`config.mk`:
```
export PLATFORM = sky130hd
export DESIGN_NAME = sram_req_ctrl
export DESIGN_NICKNAME = d
export VERILOG_FILES = /design/src/rtl/sram_req_ctrl_pkg.sv /design/src/rtl/sram_rsp_fifo.sv /design/src/rtl/sram_req_ctrl.sv
export SDC_FILE = /design/constraint.sdc
export NUM_CORES = 1
export LEC_CHECK = 0
export BUFFER_PORTS_ARGS = -buffer_cell sky130_fd_sc_hd__buf_2
export CORE_ASPECT_RATIO = 0.5
export CORE_MARGIN = 3
export CORE_UTILIZATION = 45
export DETAILED_ROUTE_END_ITERATION = 8
export GPL_ROUTABILITY_DRIVEN = 0
export PLACE_DENSITY = 0.87
export SLEW_MARGIN = 20
export SYNTH_ARGS = -nofsm -noshare
export SYNTH_HDL_FRONTEND = slang
export SYNTH_SLANG_ARGS = --single-unit
```
`constraint.sdc`:
```
create_clock -name clk -period 2.8 [get_ports clk]
set_input_delay 0.56 -clock clk [delete_from_list [all_inputs] [get_ports clk]]
set_output_delay 0.56 -clock clk [all_outputs]
set_load 0.01 [all_outputs]
```
`src/rtl/sram_req_ctrl_pkg.sv`:
```
// Shared widths and response-entry payload for the SRAM request controller.
package sram_req_ctrl_pkg;

  localparam int unsigned DATA_W = 32;
  localparam int unsigned ADDR_W = 22;
  localparam int unsigned STRB_W = 4;

  typedef struct packed {
    logic [DATA_W-1:0] rdata;
    logic              write;
    logic              err;
  } rsp_entry_t;

endpackage

```
`src/rtl/sram_rsp_fifo.sv`:
```
// Synchronous response FIFO of rsp_entry_t; pointers wrap modulo DEPTH (power of two).
module sram_rsp_fifo
  import sram_req_ctrl_pkg::*;
#(
  parameter int unsigned DEPTH = 2
) (
  input  logic                     clk,
  input  logic                     rst,
  input  logic                     push,
  input  rsp_entry_t               push_data,
  input  logic                     pop,
  output rsp_entry_t               head,
  output logic                     empty,
  output logic [$clog2(DEPTH):0]   count
);

  localparam int unsigned PTR_W = $clog2(DEPTH);
  localparam int unsigned CNT_W = PTR_W + 1;

  rsp_entry_t       mem_q [DEPTH];
  logic [PTR_W-1:0] wr_ptr_q, wr_ptr_d;
  logic [PTR_W-1:0] rd_ptr_q, rd_ptr_d;
  logic [CNT_W-1:0] count_q, count_d;

  always_comb begin
    wr_ptr_d = wr_ptr_q;
    rd_ptr_d = rd_ptr_q;
    if (push) wr_ptr_d = wr_ptr_q + PTR_W'(1);
    if (pop)  rd_ptr_d = rd_ptr_q + PTR_W'(1);
    count_d = count_q + CNT_W'(push) - CNT_W'(pop);
  end

  always_ff @(posedge clk) begin
    if (rst) begin
      wr_ptr_q <= '0;
      rd_ptr_q <= '0;
      count_q  <= '0;
    end else begin
      wr_ptr_q <= wr_ptr_d;
      rd_ptr_q <= rd_ptr_d;
      count_q  <= count_d;
    end
  end

  // Storage needs no reset: contents are only visible while count is non-zero.
  always_ff @(posedge clk) begin
    if (push) mem_q[wr_ptr_q] <= push_data;
  end

  assign head  = mem_q[rd_ptr_q];
  assign empty = (count_q == '0);
  assign count = count_q;

endmodule

```
`src/rtl/sram_req_ctrl.sv`:
```
// Valid/ready front end for a byte-writable 1-cycle-read SRAM with in-order response FIFO.
// Optional address bounds check: define SRAM_REQ_CTRL_BOUNDS_CHECK_EN.
module sram_req_ctrl
  import sram_req_ctrl_pkg::*;
#(
  parameter int unsigned WORDS = 64,
  parameter int unsigned DEPTH = 2
) (
  input  logic              clk,
  input  logic              rst,
  input  logic              req_valid,
  output logic              req_ready,
  input  logic              req_we,
  input  logic [STRB_W-1:0] req_wstrb,
  input  logic [ADDR_W-1:0] req_addr,
  input  logic [DATA_W-1:0] req_wdata,
  output logic              rsp_valid,
  input  logic              rsp_ready,
  output logic [DATA_W-1:0] rsp_rdata,
  output logic              rsp_write,
  output logic              rsp_err,
  output logic              ram_ena,
  output logic [STRB_W-1:0] ram_wen,
  output logic [ADDR_W-1:0] ram_addr,
  output logic [DATA_W-1:0] ram_wdata,
  input  logic [DATA_W-1:0] ram_rdata
);

  localparam int unsigned CNT_W = $clog2(DEPTH) + 1;
`ifdef SRAM_REQ_CTRL_BOUNDS_CHECK_EN
  localparam bit BOUNDS_EN = 1'b1;
`else
  localparam bit BOUNDS_EN = 1'b0;
`endif

  logic             acc;
  logic             in_range;
  logic             pop;
  logic             fifo_empty;
  logic [CNT_W-1:0] fifo_count;
  logic [CNT_W:0]   credit;
  logic             p_valid_q, p_valid_d;
  logic             p_write_q, p_write_d;
  logic             p_err_q, p_err_d;
  rsp_entry_t       push_entry;
  rsp_entry_t       head;

  // Credit counts the in-flight access so a push can never overflow the FIFO.
  always_comb begin
    in_range  = !BOUNDS_EN || (32'(req_addr) < 32'(WORDS));
    pop       = !fifo_empty && rsp_ready;
    credit    = (CNT_W+1)'(fifo_count) + (CNT_W+1)'(p_valid_q) - (CNT_W+1)'(pop);
    req_ready = !rst && (credit < (CNT_W+1)'(DEPTH));
    acc       = req_valid && req_ready;
    ram_ena   = acc && in_range;
    ram_wen   = (ram_ena && req_we) ? req_wstrb : '0;
    ram_addr  = req_addr;
    ram_wdata = req_wdata;
    p_valid_d = acc;
    p_write_d = req_we;
    p_err_d   = acc && !in_range;
  end

  always_ff @(posedge clk) begin
    if (rst) begin
      p_valid_q <= 1'b0;
      p_write_q <= 1'b0;
      p_err_q   <= 1'b0;
    end else begin
      p_valid_q <= p_valid_d;
      p_write_q <= p_write_d;
      p_err_q   <= p_err_d;
    end
  end

  always_comb begin
    push_entry.rdata = (p_write_q || p_err_q) ? '0 : ram_rdata;
    push_entry.write = p_write_q;
    push_entry.err   = p_err_q;
  end

  sram_rsp_fifo #(.DEPTH(DEPTH)) u_rsp_fifo (
    .clk       (clk),
    .rst       (rst),
    .push      (p_valid_q),
    .push_data (push_entry),
    .pop       (pop),
    .head      (head),
    .empty     (fifo_empty),
    .count     (fifo_count)
  );

  // Head is masked while empty so idle/reset outputs read as zero.
  always_comb begin
    rsp_valid = !fifo_empty;
    rsp_rdata = fifo_empty ? '0 : head.rdata;
    rsp_write = !fifo_empty && head.write;
    rsp_err   = !fifo_empty && head.err;
  end

endmodule

```
==> results of run 1 <==
[cells in the final DEF, fill, tap and decap left out, drive strengths merged]
cell,n
edfxtp,66
clkinvlp,1
ha,2
o21a,1
and2b,3
and2,1
nor2b,33
mux2i,33
xnor2,1
nor4bb,2
nand4b,1
clkinv,5
nor2,37
xor2,1
dfxtp,7
bufinv,1
fa,1
buf,91
mux2,2
inv,4
nor3b,5
clkbuf,9
conb,1
[what timing repair did]
| action | CTS | global route |
|---|---|---|
| setup buffers | 4 | 0 |
| endpoints found under the setup margin | 6 | 6 |
| pin swaps | 9 | 4 |
| gates resized for setup | 15 | 1 |
[sequential cells by signal, indices dropped and copies added (netlist names), named ones only]
signal               count
p_write_q                1
u_rsp_fifo.mem_q        66
u_rsp_fifo.rd_ptr_q      1
u_rsp_fifo.wr_ptr_q      1
u_rsp_fifo.count         2
p_valid_q                1
[critical path, delay by kind of cell, from the launching register on]
kind / cells / cell delay [ns]
adders and majority gates: 3 / 0.93
DFF: 1 / 0.32
AOI/OAI and AO/OA: 1 / 0.22
buffers and inverters: 3 / 0.24
and+or+nand+nor: 2 / 0.34
[cells by family after synthesis]
kind of cell	synth area share (%)
compound gates	0.425
xor+xnor	0.709
fa+ha+maj	1.28
buf+inv	14.2
flops	60.1
mux	10.0
other cells	0.106
simple gates	13.2
[routing by layer]
metal  vias to the layer above  GRT usage [%]  wire length [um]
li1                        927              -                 -
met1                       932           13.7              2330
met2                       103           32.1              4160
met3                        15           10.2               908
met4                         0           6.94               141
met5                         -           1.11                 0
[synthesized netlist by cell type]
master                     number
sky130_fd_sc_hd__inv_1          4
sky130_fd_sc_hd__nor3b_1        5
sky130_fd_sc_hd__nor4bb_1       1
sky130_fd_sc_hd__nand4b_4       1
sky130_fd_sc_hd__xor2_2         1
sky130_fd_sc_hd__conb_1         1
sky130_fd_sc_hd__nor4bb_2       1
sky130_fd_sc_hd__and2b_1        3
sky130_fd_sc_hd__buf_6          3
sky130_fd_sc_hd__nor2b_1       33
sky130_fd_sc_hd__dfxtp_1        7
sky130_fd_sc_hd__clkbuf_1       3
sky130_fd_sc_hd__fa_1           1
sky130_fd_sc_hd__buf_4         56
sky130_fd_sc_hd__buf_2          4
sky130_fd_sc_hd__nor2_1        36
sky130_fd_sc_hd__xnor2_1        1
sky130_fd_sc_hd__and2_1         1
sky130_fd_sc_hd__mux2_1         2
sky130_fd_sc_hd__ha_1           2
sky130_fd_sc_hd__nor2_2         1
sky130_fd_sc_hd__edfxtp_1      66
sky130_fd_sc_hd__mux2i_1       33
sky130_fd_sc_hd__o21a_4         1
[power groups by stage]
stage / registers, uW / clock network [uW] / logic [uW]
2_1_floorplan: 1460 / 0 / 868
3_3_place_gp: 1500 / 0 / 1120
3_5_place_dp: 1510 / 0 / 1170
4_1_cts: 1490 / 1100 / 1340
5_1_grt: 1510 / 1140 / 1450
6_report: 1490 / 1070 / 1320
[cell type report]
class | instances | area share [%]
sequential | 73 | 52.4
multi-input combinational | 124 | 24.2
timing repair buffer | 91 | 12.5
clock buffer | 9 | 5.55
tap | 108 | 3.33
clock inverter | 7 | 1.51
inverter | 4 | 0.432
[stage by stage]
step	hold WS [ns]	setup WS, ns	cell area, um2	util (%)	cells
floorplan	0.498	0.0569	3530	-	267
global placement	0.544	-0.0945	3660	49.0	396
detailed placement	0.575	-0.230	3660	49.0	396
CTS	0.493	-0.187	4050	54.3	416
global route	0.530	-0.231	4060	54.4	416
finish	0.498	-0.117	4060	54.4	416
[how the worst max path moves through the flow]
stage	to	depth (start not counted)	start
after CTS	ram_wen[0]	9	u_rsp_fifo.count[1]
after global routing	ram_wen[2]	9	u_rsp_fifo.count[1]
after floorplan	ram_wen[0]	8	rsp_ready
after global placement	ram_ena	10	rsp_ready
final	ram_wen[3]	9	u_rsp_fifo.count[1]
after detailed placement	ram_ena	10	rsp_ready
==> flow_summary.json, run 1 <==
{
  "result_of_the_run": "finished with violations",
  "failed_checks": "setup timing",
  "tritoncts": "yes",
  "ctsLongestPathBuffers": 2,
  "static_leakage_uw": 0.00159,
  "reg2regPathDepth": 10,
  "layout-drive-gt1-share_pct": 41.2,
  "internal-power_uw": 2690,
  "hold_viol_final": 0,
  "cts_num_sinks": 73,
  "multi_input_comb_area_um2": 983,
  "clkSlewWorstSetupHoldPaths_ns": 0.05,
  "max_freq_ghz": 0.343,
  "ctsRootBufferMaster": "sky130_fd_sc_hd__clkbuf_16",
  "finalSetupViolCount": 6,
  "critical_path.most_common_cell": "sky130_fd_sc_hd__ha_4",
  "reg2reg_to": "p_valid_q",
  "num_rows": 22,
  "reg2reg_setup_slack_ns": 0.69,
  "totalNegativeSetupSlack_ns": -0.532,
  "power.net_switching_uw": 1200,
  "drv.max_cap_violation_count": 0,
  "synth_cell_type_count": 24,
  "rsz0062_at_grt": "yes",
  "synthDominantCellAreaShare_pct": 56.2,
  "synth_cells": 267,
  "slew-limit-headroom_pct": 36.4,
  "power_density_mw_per_mm2": 958,
  "final.period_utilization_pct": 104,
  "route.vias.total": 1977,
  "timing.final.ws_setup_ns": -0.117,
  "dr.pass1.iters": 4,
  "drt_antenna_net_count": 0,
  "finalCriticalPeriod_ns": 2.92,
  "worstSetupStartpointType": "flip-flop",
  "sequential_share_of_power_pct": 38.4,
  "logic_pwr_share_pct": 34.0,
  "hold_path.class": "in -> reg",
  "floorplan.initialDensity_pct": 47.3,
  "whs_path_cells": 2,
  "floorplan.core_area_mm2": 0.00746,
  "report.power.total_uw": 3890,
  "post_synth_main_area_contributors": "sky130_fd_sc_hd__edfxtp_1, sky130_fd_sc_hd__buf_4, sky130_fd_sc_hd__mux2i_1",
  "clkLatencyLatePin_ns": 0.32,
  "postRouteWirelength_um": 7550,
  "grt_first_pass_wirelength_um": 11000,
  "worst_ir_drop_vdd_v": 0.000695,
  "syn-cell-area_mm2": 0.00353,
  "worst-endpoint-arrival_ns": 2.36,
  "antenna_found_initial": 0,
  "dr_iter_0_viols": 78,
  "hold_path_startpoint": "req_we",
  "vias_per_cell": 4.75,
  "crit_path_max_incr_delay_ns": 0.59,
  "synth.yosys.warnings": 0,
  "pwr-share-clk_pct": 27.6,
  "swShare_pct": 30.9,
  "dp.final_hpwl_um": 5630,
  "register_area_mm2": 0.00213,
  "finalNetCount": 401,
  "ys_seq_area_share_pct": 60.1,
  "grt.total_usage_pct": 16.4,
  "post_synthesis_net_count": 365,
  "io_buffer_count": 80,
  "dieArea_mm2": 0.00900,
  "die-width_um": 131,
  "fillCellCount": 595,
  "worstPathCellList": "o21a_4 > ha_4 > inv_4 > ha_4 > inv_2 > fa_2 > nand4b_4 > nor3b_2 > buf_2",
  "floorplan.io_pins": 190,
  "post_route_clock_skew_ns": 0.00317,
  "worst_ep_required_time_ns": 2.24,
  "synthesis_stage_register_bit_count": 73,
  "maximum_number_of_pins_on_one_net_before_global_route_repair": 35,
  "final_max_slew_viol_count": 0,
  "synth_largest_area_cell": "sky130_fd_sc_hd__edfxtp_1",
  "wl_per_cell_um": 18.1,
  "cp_max_fo": 5,
  "grt_pass1_vias": 2045,
  "htreeDepth": 3,
  "die_y_um": 68.6,
  "timing.setup.critical_path_class": "reg -> out",
  "crit-reg2reg-launch": "u_rsp_fifo.count[1]",
  "antenna_diode_instance_count": 0,
  "worst-slew-pin-transition_ns": 0.952,
  "cts_buffers": 9,
  "worst_setup_path_end_kind": "output port",
  "drcViolationCount": 0,
  "slowest_cell_on_the_critical_path": "sky130_fd_sc_hd__fa_2",
  "grt_overflow": 0,
  "hold-path-endpoint": "p_write_q",
  "average_instance_area_after_synthesis_um2": 13.2,
  "cts_hold_repair.buffers": 0,
  "flow.area_growth_from_synthesis_pct": 15.0
}
Power figures use the tool's default switching activity.
==> inputs of run 2 (changes only) <==
Settings changed: ABC_AREA set to 1, BUFFER_PORTS_ARGS -buffer_cell sky130_fd_sc_hd__buf_2 to not set, CORE_MARGIN 3 to 1.5, CORE_UTILIZATION 45 to 57, DONT_BUFFER_PORTS set to 1, PLACE_DENSITY 0.87 to 0.79.
==> run 2 against run 1 <==
Synthesized cell count rose by 32%. Clock power hardly changed. Worst hold slack worse by 0.20 ns. Highest routed layer unchanged. Sequential cell count is the same. Total power fell by 11%. Critical path type unchanged. Count of clock-buffer cells in the layout rose by 2. Clock skew up 0.0020 ns. Wire length increased by 6.3%. Maximum frequency down 1.5%. The run still ends with setup timing left.
==> flow_summary.json, run 2 <==
{
  "dr.pass1.iters": 5,
  "floorplan.initialDensity_pct": 61.4,
  "finalHoldWorstSlack_ns": 0.296,
  "fillCellCount": 443,
  "final_core_utilization_pct": 62.7,
  "final_max_slew_viol_count": 0,
  "postSynth.topFlopCell": "sky130_fd_sc_hd__edfxtp_1",
  "worst_setup_path_end_kind": "output port",
  "htreeDepth": 3,
  "finalSetupViolCount": 6,
  "hold-path-endpoint": "u_rsp_fifo.count[1]",
  "tritoncts": "yes",
  "reg2regPathDepth": 12,
  "post_synthesis_net_count": 450,
  "cts_buffers": 9,
  "cp_max_fo": 4,
  "async_reset_ff_share_pct": 0,
  "dr_iter_0_viols": 145,
  "antenna_diode_instance_count": 0,
  "finalNetCount": 404,
  "grt_first_pass_wirelength_um": 11200,
  "max_freq_ghz": 0.338,
  "antenna_found_initial": 0,
  "hold_viol_final": 0,
  "whs_path_cells": 1,
  "multi_input_comb_area_um2": 796,
  "worst-endpoint-arrival_ns": 2.40,
  "grt_overflow": 0,
  "wl_per_cell_um": 20.9,
  "io_buffer_count": 0,
  "hold_path_startpoint": "rst",
  "finalCriticalPeriod_ns": 2.96,
  "timing.setup.critical_path_class": "reg -> out",
  "synth-adder-area-share_pct": 1.29,
  "drv.max_cap_violation_count": 0,
  "synth_cell_type_count": 17,
  "ctsLongestPathBuffers": 2,
  "clkSlewWorstSetupHoldPaths_ns": 0.05,
  "pwr-share-clk_pct": 30.7,
  "synth-compound-area-share_pct": 4.71,
  "power_density_mw_per_mm2": 966,
  "post_synth_xor_area_fraction_pct": 0,
  "dp.final_hpwl_um": 5340,
  "design_area_mm2": 0.00358,
  "syn-cell-area_mm2": 0.00350,
  "static_leakage_uw": 0.00146,
  "slew-limit-headroom_pct": 34.3,
  "flow.area_growth_from_synthesis_pct": 2.07,
  "post_synth_main_area_contributors": "sky130_fd_sc_hd__edfxtp_1, sky130_fd_sc_hd__buf_4, sky130_fd_sc_hd__nand2_1",
  "power.net_switching_uw": 1110,
  "post_route_clock_skew_ns": 0.00521,
  "route.vias.total": 2095,
  "vias_per_cell": 5.47,
  "largest-register": "u_rsp_fifo.mem_q",
  "largest_register_ffs": 66,
  "reg2reg_to": "p_valid_q",
  "post_dp_cell_area_mm2": 0.00316,
  "worst_ep_required_time_ns": 2.24,
  "grt.total_usage_pct": 23.5,
  "combinational_family_with_the_most_area_after_synthesis": "buffers and inverters",
  "num_rows": 19,
  "synth.yosys.warnings": 0,
  "synthDominantCellAreaShare_pct": 56.6,
  "swShare_pct": 32.0,
  "crit-reg2reg-launch": "u_rsp_fifo.count[1]",
  "logic_pwr_share_pct": 25.6,
  "final.period_utilization_pct": 106,
  "hold_path.class": "in -> reg",
  "worstSetupStartpointType": "flip-flop",
  "synth_largest_area_cell": "sky130_fd_sc_hd__edfxtp_1",
  "ys_seq_area_share_pct": 60.6,
  "grt_pass1_vias": 2066,
  "synth_enable_flop_cells": 66,
  "floorplan.io_pins": 190,
  "layout.cells.most_common": "sky130_fd_sc_hd__nand2_1",
  "rsz0062_at_grt": "yes",
  "sequential_share_of_power_pct": 43.8,
  "floorplan.core_area_mm2": 0.00571,
  "synth_commonest_cells": "sky130_fd_sc_hd__nand2_1, sky130_fd_sc_hd__edfxtp_1, sky130_fd_sc_hd__buf_4",
  "yosysMostFrequentCell": "sky130_fd_sc_hd__nand2_1",
  "final_cell_mix": "sky130_fd_sc_hd__nand2_1, sky130_fd_sc_hd__edfxtp_1, sky130_fd_sc_hd__inv_1",
  "ctsRootBufferMaster": "sky130_fd_sc_hd__clkbuf_16",
  "average_instance_area_after_synthesis_um2": 9.95,
  "die_y_um": 58.4,
  "synth_cells": 352,
  "result_of_the_run": "finished with violations",
  "synthesis_stage_register_bit_count": 73,
  "internal-power_uw": 2350,
  "drcViolationCount": 0,
  "failed_checks": "setup timing",
  "timing.final.ws_setup_ns": -0.162,
  "post_synth_and_or_nand_nor_area_fraction_pct": 13.9,
  "maximum_number_of_pins_on_one_net_before_global_route_repair": 35,
  "worst-slew-pin-transition_ns": 0.984,
  "clkLatencyLatePin_ns": 0.32,
  "register_area_mm2": 0.00213,
  "cts_num_sinks": 73,
  "die-width_um": 114,
  "layout-drive-gt1-share_pct": 14.5,
  "postRouteWirelength_um": 8020,
  "worst_ir_drop_vdd_v": 0.000669,
  "drt_antenna_net_count": 0,
  "synth.area.mux_share_pct": 0,
  "reg2reg_setup_slack_ns": 0.73,
  "dieArea_mm2": 0.00665
}
[run 2: what timing repair did]
item	4_1_cts	5_1_grt
hold buffers	0	0
setup buffers	4	2
gates cloned	0	0
pin swaps	1	9
resized for setup	8	16
setup endpoints to repair	6	6
[run 2: layer usage]
metal  share of wire, %  GRT usage (%)
met2                 52           41.4
met4                1.1           7.14
met5                  0           5.19
met1                 32           22.3
met3                 15           16.1
[run 2: cells by family after synthesis]
kind of cell    Yosys count
compound gates           33
fa+ha+maj                 3
buf+inv                 118
flops                    73
other cells               1
simple gates            124
[run 2: how the worst max path moves through the flow]
stage,endpoint,slack (ns),depth (start not counted),start
floorplan,ram_wen[0],0.12,11,rsp_ready
CTS,ram_wen[0],-0.16,11,u_rsp_fifo.count[0]
global placement,ram_wen[0],0.06,11,rsp_ready
global route,ram_wen[0],-0.25,11,u_rsp_fifo.count[1]
finish,ram_wen[0],-0.16,11,u_rsp_fifo.count[1]
detailed placement,ram_wen[0],-0.0003,11,rsp_ready
[run 2: area by class of cell]
type / count / share of cell area [%]
Sequential cell: 73 / 59.5
Multi-Input combinational cell: 161 / 22.3
Clock buffer: 11 / 6.51
Inverter: 50 / 5.28
Timing Repair Buffer: 11 / 2.66
Tap cell: 73 / 2.55
Clock inverter: 4 / 1.26
[run 2: power by group through the flow]
stage               combinational (uW)  sequential [uW]  clock, uW
floorplan                          699             1490          0
global placement                   731             1510          0
detailed placement                 760             1520          0
CTS                                814             1500       1070
global route                       978             1530       1120
finish                             883             1510       1060
[run 2: worst max-delay path, cell delays in order (launching register included)]
cell	delay [ns]
sky130_fd_sc_hd__dfxtp_4	0.35
sky130_fd_sc_hd__nor2_4	0.13
sky130_fd_sc_hd__nor2_4	0.06
sky130_fd_sc_hd__ha_4	0.21
sky130_fd_sc_hd__inv_2	0.06
sky130_fd_sc_hd__ha_4	0.12
sky130_fd_sc_hd__inv_2	0.03
sky130_fd_sc_hd__fa_1	0.57
sky130_fd_sc_hd__nand2_2	0.07
sky130_fd_sc_hd__nor2_4	0.12
sky130_fd_sc_hd__nand4_4	0.19
sky130_fd_sc_hd__nor2_4	0.17
[run 2: metrics by stage]
stage	setup slack, ns	TNS [ns]	std cells	total power [uW]
after CTS	-0.157	-0.738	381	3390
after detailed placement	-0.000326	-0.000326	362	2280
after floorplan	0.116	0	352	2190
after global placement	0.0627	0	362	2240
final	-0.162	-0.770	383	3460
after global routing	-0.254	-1.30	383	3630
